<file path="src/rtl/ram_port_arbiter_pkg.sv">
// Shared definitions for the three-master RAM port arbiter.
package ram_arb_pkg;

  localparam int NUM_MASTERS = 3;

  typedef logic [1:0] master_id_t;

  localparam master_id_t M_INSTR = 2'd0;
  localparam master_id_t M_DATA  = 2'd1;
  localparam master_id_t M_UART  = 2'd2;

  // Next master in rotating order; anything past M_UART wraps back to M_INSTR.
  function automatic master_id_t next_id(input master_id_t id);
    return (id >= M_UART) ? M_INSTR : master_id_t'(id + 2'd1);
  endfunction

endpackage

</file>
<file path="src/rtl/ram_port_arbiter_if.sv">
// Bus interfaces: one requester port per master and the single RAM macro port.
interface ram_port_arbiter_if #(
  parameter int ADDR_WIDTH = 12,
  parameter int DATA_WIDTH = 32
);
  logic                    req;
  logic [ADDR_WIDTH-1:0]   addr;
  logic                    we;
  logic [DATA_WIDTH/8-1:0] be;
  logic [DATA_WIDTH-1:0]   wdata;
  logic                    gnt;
  logic                    rvalid;
  logic [DATA_WIDTH-1:0]   rdata;

  modport master (output req, addr, we, be, wdata, input gnt, rvalid, rdata);
  modport slave  (input req, addr, we, be, wdata, output gnt, rvalid, rdata);
endinterface

interface ram_mem_if #(
  parameter int ADDR_WIDTH = 12,
  parameter int DATA_WIDTH = 32
);
  logic                    req;
  logic [ADDR_WIDTH-1:0]   addr;
  logic                    we;
  logic [DATA_WIDTH/8-1:0] be;
  logic [DATA_WIDTH-1:0]   wdata;
  logic [DATA_WIDTH-1:0]   rdata;

  modport master (output req, addr, we, be, wdata, input rdata);
  modport slave  (input req, addr, we, be, wdata, output rdata);
endinterface

</file>
<file path="src/rtl/ram_port_arbiter_rr.sv">
// Three-way rotating round-robin picker: search starts just after the last winner.
module rr_arbiter3
  import ram_arb_pkg::*;
(
  input  logic [NUM_MASTERS-1:0] eligible_i,
  input  master_id_t             last_i,
  output logic [NUM_MASTERS-1:0] grant_o,
  output master_id_t             winner_o,
  output logic                   valid_o
);

  // Walk the three positions after last_i and take the first eligible one.
  always_comb begin
    master_id_t cand;
    cand     = last_i;
    grant_o  = '0;
    winner_o = M_INSTR;
    valid_o  = 1'b0;
    for (int k = 0; k < NUM_MASTERS; k++) begin
      cand = next_id(cand);
      if (!valid_o && eligible_i[cand]) begin
        grant_o[cand] = 1'b1;
        winner_o      = cand;
        valid_o       = 1'b1;
      end
    end
  end

endmodule

</file>
<file path="src/rtl/ram_port_arbiter.sv">
// Shares one single-port RAM between instruction fetch, data and UART loader.
module ram_port_arbiter
  import ram_arb_pkg::*;
#(
  parameter int ADDR_WIDTH = 12,
  parameter int DATA_WIDTH = 32
) (
  input  logic                 clk_i,
  input  logic                 reset,
  input  logic                 boot_hold_i,
  ram_port_arbiter_if.slave    m0,
  ram_port_arbiter_if.slave    m1,
  ram_port_arbiter_if.slave    m2,
  ram_mem_if.master            mem,
  output logic [15:0]          conflict_cnt_o
);

  logic [NUM_MASTERS-1:0] elig_v;
  logic [NUM_MASTERS-1:0] grant_v;
  logic [NUM_MASTERS-1:0] rvalid_v;
  master_id_t             winner;
  logic                   any_gnt;
  logic                   multi_req;

  master_id_t             last_q, last_d;
  logic                   rsp_valid_q;
  master_id_t             rsp_id_q;
  logic [15:0]            conflict_q, conflict_d;

  // Core masters are locked out during boot hold; nothing is eligible in reset
  // so grants and the RAM strobe read 0 while reset is held.
  assign elig_v[M_INSTR] = m0.req & ~boot_hold_i & ~reset;
  assign elig_v[M_DATA]  = m1.req & ~boot_hold_i & ~reset;
  assign elig_v[M_UART]  = m2.req & ~reset;

  rr_arbiter3 u_rr (
    .eligible_i (elig_v),
    .last_i     (last_q),
    .grant_o    (grant_v),
    .winner_o   (winner),
    .valid_o    (any_gnt)
  );

  assign m0.gnt = grant_v[M_INSTR];
  assign m1.gnt = grant_v[M_DATA];
  assign m2.gnt = grant_v[M_UART];

  // Route the winner's request onto the RAM port; idle bus is all zeros.
  always_comb begin
    mem.req   = any_gnt;
    mem.addr  = '0;
    mem.we    = 1'b0;
    mem.be    = '0;
    mem.wdata = '0;
    if (any_gnt) begin
      case (winner)
        M_INSTR: begin
          mem.addr  = m0.addr;
          mem.we    = m0.we;
          mem.be    = m0.be;
          mem.wdata = m0.wdata;
        end
        M_DATA: begin
          mem.addr  = m1.addr;
          mem.we    = m1.we;
          mem.be    = m1.be;
          mem.wdata = m1.wdata;
        end
        M_UART: begin
          mem.addr  = m2.addr;
          mem.we    = m2.we;
          mem.be    = m2.be;
          mem.wdata = m2.wdata;
        end
        default: begin
          mem.addr  = '0;
        end
      endcase
    end
  end

  // Two or more eligible requesters in one cycle count as a conflict.
  assign multi_req = (elig_v[0] & elig_v[1]) | (elig_v[0] & elig_v[2]) | (elig_v[1] & elig_v[2]);

  // Next-state for round-robin pointer and saturating conflict counter.
  always_comb begin
    last_d     = any_gnt ? winner : last_q;
    conflict_d = conflict_q;
    if (multi_req && (conflict_q != 16'hFFFF)) begin
      conflict_d = conflict_q + 16'd1;
    end
  end

  // Pointer, response tracker and counter; reset drops any in-flight response.
  always_ff @(posedge clk_i or posedge reset) begin
    if (reset) begin
      last_q      <= M_UART;
      rsp_valid_q <= 1'b0;
      rsp_id_q    <= M_INSTR;
      conflict_q  <= 16'd0;
    end else begin
      last_q      <= last_d;
      rsp_valid_q <= any_gnt;
      rsp_id_q    <= winner;
      conflict_q  <= conflict_d;
    end
  end

  assign rvalid_v[M_INSTR] = rsp_valid_q && (rsp_id_q == M_INSTR);
  assign rvalid_v[M_DATA]  = rsp_valid_q && (rsp_id_q == M_DATA);
  assign rvalid_v[M_UART]  = rsp_valid_q && (rsp_id_q == M_UART);

  assign m0.rvalid = rvalid_v[M_INSTR];
  assign m1.rvalid = rvalid_v[M_DATA];
  assign m2.rvalid = rvalid_v[M_UART];

  assign m0.rdata = rvalid_v[M_INSTR] ? mem.rdata : '0;
  assign m1.rdata = rvalid_v[M_DATA]  ? mem.rdata : '0;
  assign m2.rdata = rvalid_v[M_UART]  ? mem.rdata : '0;

  assign conflict_cnt_o = conflict_q;

endmodule
</file>
<file path="src/flat_wrapper.sv">
// flat-port wrapper written by rule: the top's interface ports become plain ports
module ram_port_arbiter_flat import ram_arb_pkg::*;
#(
  parameter int ADDR_WIDTH = 12,
  parameter int DATA_WIDTH = 32
)
  (clk_i, reset, boot_hold_i, conflict_cnt_o, m0_req, m0_addr, m0_we, m0_be, m0_wdata, m0_gnt, m0_rvalid, m0_rdata, m1_req, m1_addr, m1_we, m1_be, m1_wdata, m1_gnt, m1_rvalid, m1_rdata, m2_req, m2_addr, m2_we, m2_be, m2_wdata, m2_gnt, m2_rvalid, m2_rdata, mem_req, mem_addr, mem_we, mem_be, mem_wdata, mem_rdata);
  ram_port_arbiter_if #(.ADDR_WIDTH(ADDR_WIDTH), .DATA_WIDTH(DATA_WIDTH)) m0_i ();
  ram_port_arbiter_if #(.ADDR_WIDTH(ADDR_WIDTH), .DATA_WIDTH(DATA_WIDTH)) m1_i ();
  ram_port_arbiter_if #(.ADDR_WIDTH(ADDR_WIDTH), .DATA_WIDTH(DATA_WIDTH)) m2_i ();
  ram_mem_if #(.ADDR_WIDTH(ADDR_WIDTH), .DATA_WIDTH(DATA_WIDTH)) mem_i ();
  input  logic clk_i;
  input  logic reset;
  input  logic boot_hold_i;
  output logic [15:0] conflict_cnt_o;
  input wire logic [$bits(m0_i.req)-1:0] m0_req;
  input wire logic [$bits(m0_i.addr)-1:0] m0_addr;
  input wire logic [$bits(m0_i.we)-1:0] m0_we;
  input wire logic [$bits(m0_i.be)-1:0] m0_be;
  input wire logic [$bits(m0_i.wdata)-1:0] m0_wdata;
  output wire logic [$bits(m0_i.gnt)-1:0] m0_gnt;
  output wire logic [$bits(m0_i.rvalid)-1:0] m0_rvalid;
  output wire logic [$bits(m0_i.rdata)-1:0] m0_rdata;
  input wire logic [$bits(m1_i.req)-1:0] m1_req;
  input wire logic [$bits(m1_i.addr)-1:0] m1_addr;
  input wire logic [$bits(m1_i.we)-1:0] m1_we;
  input wire logic [$bits(m1_i.be)-1:0] m1_be;
  input wire logic [$bits(m1_i.wdata)-1:0] m1_wdata;
  output wire logic [$bits(m1_i.gnt)-1:0] m1_gnt;
  output wire logic [$bits(m1_i.rvalid)-1:0] m1_rvalid;
  output wire logic [$bits(m1_i.rdata)-1:0] m1_rdata;
  input wire logic [$bits(m2_i.req)-1:0] m2_req;
  input wire logic [$bits(m2_i.addr)-1:0] m2_addr;
  input wire logic [$bits(m2_i.we)-1:0] m2_we;
  input wire logic [$bits(m2_i.be)-1:0] m2_be;
  input wire logic [$bits(m2_i.wdata)-1:0] m2_wdata;
  output wire logic [$bits(m2_i.gnt)-1:0] m2_gnt;
  output wire logic [$bits(m2_i.rvalid)-1:0] m2_rvalid;
  output wire logic [$bits(m2_i.rdata)-1:0] m2_rdata;
  output wire logic [$bits(mem_i.req)-1:0] mem_req;
  output wire logic [$bits(mem_i.addr)-1:0] mem_addr;
  output wire logic [$bits(mem_i.we)-1:0] mem_we;
  output wire logic [$bits(mem_i.be)-1:0] mem_be;
  output wire logic [$bits(mem_i.wdata)-1:0] mem_wdata;
  input wire logic [$bits(mem_i.rdata)-1:0] mem_rdata;
  assign m0_i.req = m0_req;
  assign m0_i.addr = m0_addr;
  assign m0_i.we = m0_we;
  assign m0_i.be = m0_be;
  assign m0_i.wdata = m0_wdata;
  assign m0_gnt = m0_i.gnt;
  assign m0_rvalid = m0_i.rvalid;
  assign m0_rdata = m0_i.rdata;
  assign m1_i.req = m1_req;
  assign m1_i.addr = m1_addr;
  assign m1_i.we = m1_we;
  assign m1_i.be = m1_be;
  assign m1_i.wdata = m1_wdata;
  assign m1_gnt = m1_i.gnt;
  assign m1_rvalid = m1_i.rvalid;
  assign m1_rdata = m1_i.rdata;
  assign m2_i.req = m2_req;
  assign m2_i.addr = m2_addr;
  assign m2_i.we = m2_we;
  assign m2_i.be = m2_be;
  assign m2_i.wdata = m2_wdata;
  assign m2_gnt = m2_i.gnt;
  assign m2_rvalid = m2_i.rvalid;
  assign m2_rdata = m2_i.rdata;
  assign mem_req = mem_i.req;
  assign mem_addr = mem_i.addr;
  assign mem_we = mem_i.we;
  assign mem_be = mem_i.be;
  assign mem_wdata = mem_i.wdata;
  assign mem_i.rdata = mem_rdata;
  ram_port_arbiter #(.ADDR_WIDTH(ADDR_WIDTH), .DATA_WIDTH(DATA_WIDTH)) u_core (.clk_i(clk_i), .reset(reset), .boot_hold_i(boot_hold_i), .m0(m0_i), .m1(m1_i), .m2(m2_i), .mem(mem_i), .conflict_cnt_o(conflict_cnt_o));
endmodule
</file>
<file path="config.mk">
export PLATFORM = sky130hd
export DESIGN_NAME = ram_port_arbiter_flat
export DESIGN_NICKNAME = d
export VERILOG_FILES = /design/src/rtl/ram_port_arbiter_pkg.sv /design/src/rtl/ram_port_arbiter_if.sv /design/src/rtl/ram_port_arbiter_rr.sv /design/src/rtl/ram_port_arbiter.sv /design/src/flat_wrapper.sv
export SDC_FILE = /design/constraint.sdc
export NUM_CORES = 1
export LEC_CHECK = 0
export ABC_AREA = 1
export ABC_CLOCK_PERIOD_IN_PS = 3050
export CAP_MARGIN = 20
export CORE_AREA = 10 10 130 132
export CTS_BUF_LIST = sky130_fd_sc_hd__clkbuf_4 sky130_fd_sc_hd__clkbuf_8 sky130_fd_sc_hd__clkbuf_16
export DETAILED_ROUTE_END_ITERATION = 12
export DIE_AREA = 0 0 140 142
export GPL_TIMING_DRIVEN = 0
export PLACE_DENSITY = 0.7
export SETUP_SLACK_MARGIN = 0.4
export SYNTH_ARGS = -nofsm -noshare
export SYNTH_HDL_FRONTEND = slang
export SYNTH_HIERARCHICAL = 1
export SYNTH_SLANG_ARGS = --single-unit
export TNS_END_PERCENT = 5
</file>
<file path="constraint.sdc">
create_clock -name clk_i -period 3.05 [get_ports clk_i]
set_input_delay 0.61 -clock clk_i [delete_from_list [all_inputs] [get_ports clk_i]]
set_output_delay 0.61 -clock clk_i [all_outputs]
set_load 0.01 [all_outputs]
</file>
==> metrics.txt <==
status finished, violations left; failing checks negative setup slack; pwr/cell area between 600 and 700 nW/µm²; pre-CTS setup slack -1.59 ns; post-route cell area 8170 µm²; post-synth top area cell nand2_1; Worst Path Required about 2.4 ns; Synth async-reset ratio 100%; crit path kind reg2out; I/O pin cnt approximately 350; initial antenna violation count 5; f_max 321 MHz; normalized max-slew margin between 60% and 70%; crit-path leading delay family buffers and inverters; Clock Skews approximately 0.0038 ns; Worst-Margin Slew between 0.5 and 0.6 ns; P&R area growth vs syn 150%; # rows between 40 and 50; Die Y about 140 µm; drt wl/cell between 15 and 20 µm; HPWL after DPL about 19000 µm; CP Launch Type flop; total number of vias approximately 5400; First-pass DRT Iterations 5; Antenna Violating Nets Remaining 0; Worst-path clk slew approximately 0.060 ns; Seq/Total Area, Yosys between 10% and 20%; clock buffer depth 2; RD Place Congestion just over 0.9; worst r2r dst u_core/last_q[0]; Total Wirelength approximately 23000 µm; Sink Count 21; Total GRT Usage around 21%; syn_nets 865; die area 19900 µm²; final core occ roughly 57%; largest net degree at the start of global routing 13; post-cts hold buffer count 0; layout cell share with drive strength beyond 1 between 20 and 30%; syn_area_per_cell between 4 and 5 µm²; GR Overflow Total 0; Max Fanout on Critical Path 6; Num CTS Buffers 3; Post-synth EDFFs 0; crit path time final around 3.1 ns; Worst path most repeated cell buf_6; critical path buffer and inverter count 7; Hold Path Class in2async; Seq cells post-synth 21; max-slew violations 0; unique cell type count in the Yosys netlist 25; Die W ~140 µm; CP startpoint u_core/last_q[1]; First DRT Iteration DRCs about 280; Fillers ~1400; Cell Chain, Critical Path buf_6 -> nand2_4 -> nand3_4 -> nand2_2 -> nand4_1 -> nand3_2 -> buf_6 -> nor2_4 -> buf_6 -> buf_8 -> buf_6 -> nand2_1 -> nand3_1 -> nand2_1 -> inv_2 -> buf_6; setup TNS -0.588 ns; Root Buffer clkbuf_16; FF-to-FF path depth 9; IO buf count ~350; Post-Syn Area ~3300 µm²; htree depth 1; Final nets around 1200; Core Area 14300 µm²; Synth area leaders nand2_1 33%, dfrtp_1 15%, nor2_1 14%, inv_1 13%, nand3_1 9.5%; first-pass GRT wire length 32600 µm; Final WS setup -0.0652 ns; Gate Count Post-Synth ~680; maximum VDD drop ~0.00027 V; Yosys top cell area share between 30 and 40%; post-placement cell area 7080 µm²; Starting Density a little under a quarter; residual DRC count 0; synth cell count leaders 287 x nand2_1, 118 x nor2_1, 112 x inv_1; crit share post-route 102%; via/cell ratio 4.35; max incr delay on CP 0.64 ns; Pleak between 4 and 5 nW; crit path max-delay cell type dfstp_2; vias in the first global route 5417; Primary FF master, synth dfrtp_1; Synth Warn # 6; max cap viols 0; reg2reg start u_core/last_q[1]; count leader, synth nand2_1; Clk Latency, worst-skew pair approximately 0.25 ns; crit path DAT approximately 2.5 ns; final setup violation count 19; CTS tree yes; reg2reg setup slack between 1 and 1.5 ns; worst hold slack slightly below 0.4 ns; final-report hold violation count 0; crit end category output port; RSZ-0062 raised after global routing yes
## worst max path at each step
| stage | end | depth (start not counted) |
|---|---|---|
| after floorplan | mem_be[0] | 14 |
| after global placement | mem_be[2] | 16 |
| after detailed placement | mem_be[2] | 16 |
| after CTS | mem_be[1] | 17 |
| after global routing | mem_be[1] | 16 |
| final | mem_be[0] | 16 |
## cell usage in the layout (no fill, tap or decap), drive strengths merged, types with 2 or more instances in the layout
cell type,Yosys,layout
clkbuf,23,20
dlygate4sd2,0,9
clkdlybuf4s50,0,264
nand3,67,67
dlymetal6s2s,0,26
clkinv,1,2
o21ai,7,7
nor3,4,4
nand4,9,9
inv,115,114
diode,0,4
nor2,121,121
xnor2,7,7
dfrtp,20,20
clkinvlp,0,2
nand2,293,293
buf,9,90
## worst reg2reg max path: cells and delay by family, from the launching register on
kind / cells / cell delay, ns
DFF: 1 / 0.64
AOI/OAI and AO/OA: 3 / 0.33
buffers and inverters: 4 / 0.78
and+or+nand+nor: 2 / 0.17
## registers in the layout (all words and copies together), names as in the netlist
signal / cells
u_core/rsp_id_q: 2
u_core/rsp_valid_q: 1
u_core/last_q: 2
u_core/conflict_cnt_o: 16
## through the flow
stage,power [mW],instances
after floorplan,2.00,679
after global placement,4.03,1215
after detailed placement,4.03,1215
after CTS,4.90,1241
after global routing,5.34,1247
final,4.98,1247
## per-layer routing
metal / up-vias / track usage, % / wire length, µm
met4: 2 / 4.13 / 314
met5: - / 0 / 13
met2: 224 / 38.7 / 12100
met1: 2417 / 22.8 / 8380
li1: 2762 / - / -
met3: 16 / 6.04 / 1860
## report_power, final
part | internal, mW | switching [mW]
logic | 2.11 | 2.18
clock network | 0.176 | 0.103
registers | 0.326 | 0.0779
total | 2.61 | 2.36
## repair_timing
| action | 4_1_cts | 5_1_grt |
|---|---|---|
| pin swaps | 52 | 19 |
| gates cloned | 4 | 0 |
| setup endpoints to repair | 126 | 131 |
| gates resized for setup | 430 | 79 |
| buffers inserted | 18 | 2 |
## layout make-up
cell class / count / area [µm²] / share of cell area (%)
timing repair inverter: 1 / 5.00 / 0.0613
tap: 184 / 230 / 2.82
antenna: 4 / 10.0 / 0.123
clock inverter: 1 / 5.00 / 0.0613
buffer: 32 / 363 / 4.44
timing repair buffer: 375 / 3850 / 47.2
inverter: 116 / 447 / 5.47
clock buffer: 3 / 75.1 / 0.919
sequential: 21 / 528 / 6.47
multi-input combinational: 510 / 2650 / 32.5
## cells by family after synthesis
group / Yosys count / share of synthesized area (%)
adders and majority gates: 1 / 0.383
xor gates and xnor gates: 7 / 1.88
and+or+nand+nor: 494 / 62.4
buffers and inverters: 148 / 17.7
AOI/OAI and AO/OA: 8 / 1.57
DFF: 21 / 16.1
(Power assumes the default switching activity.)
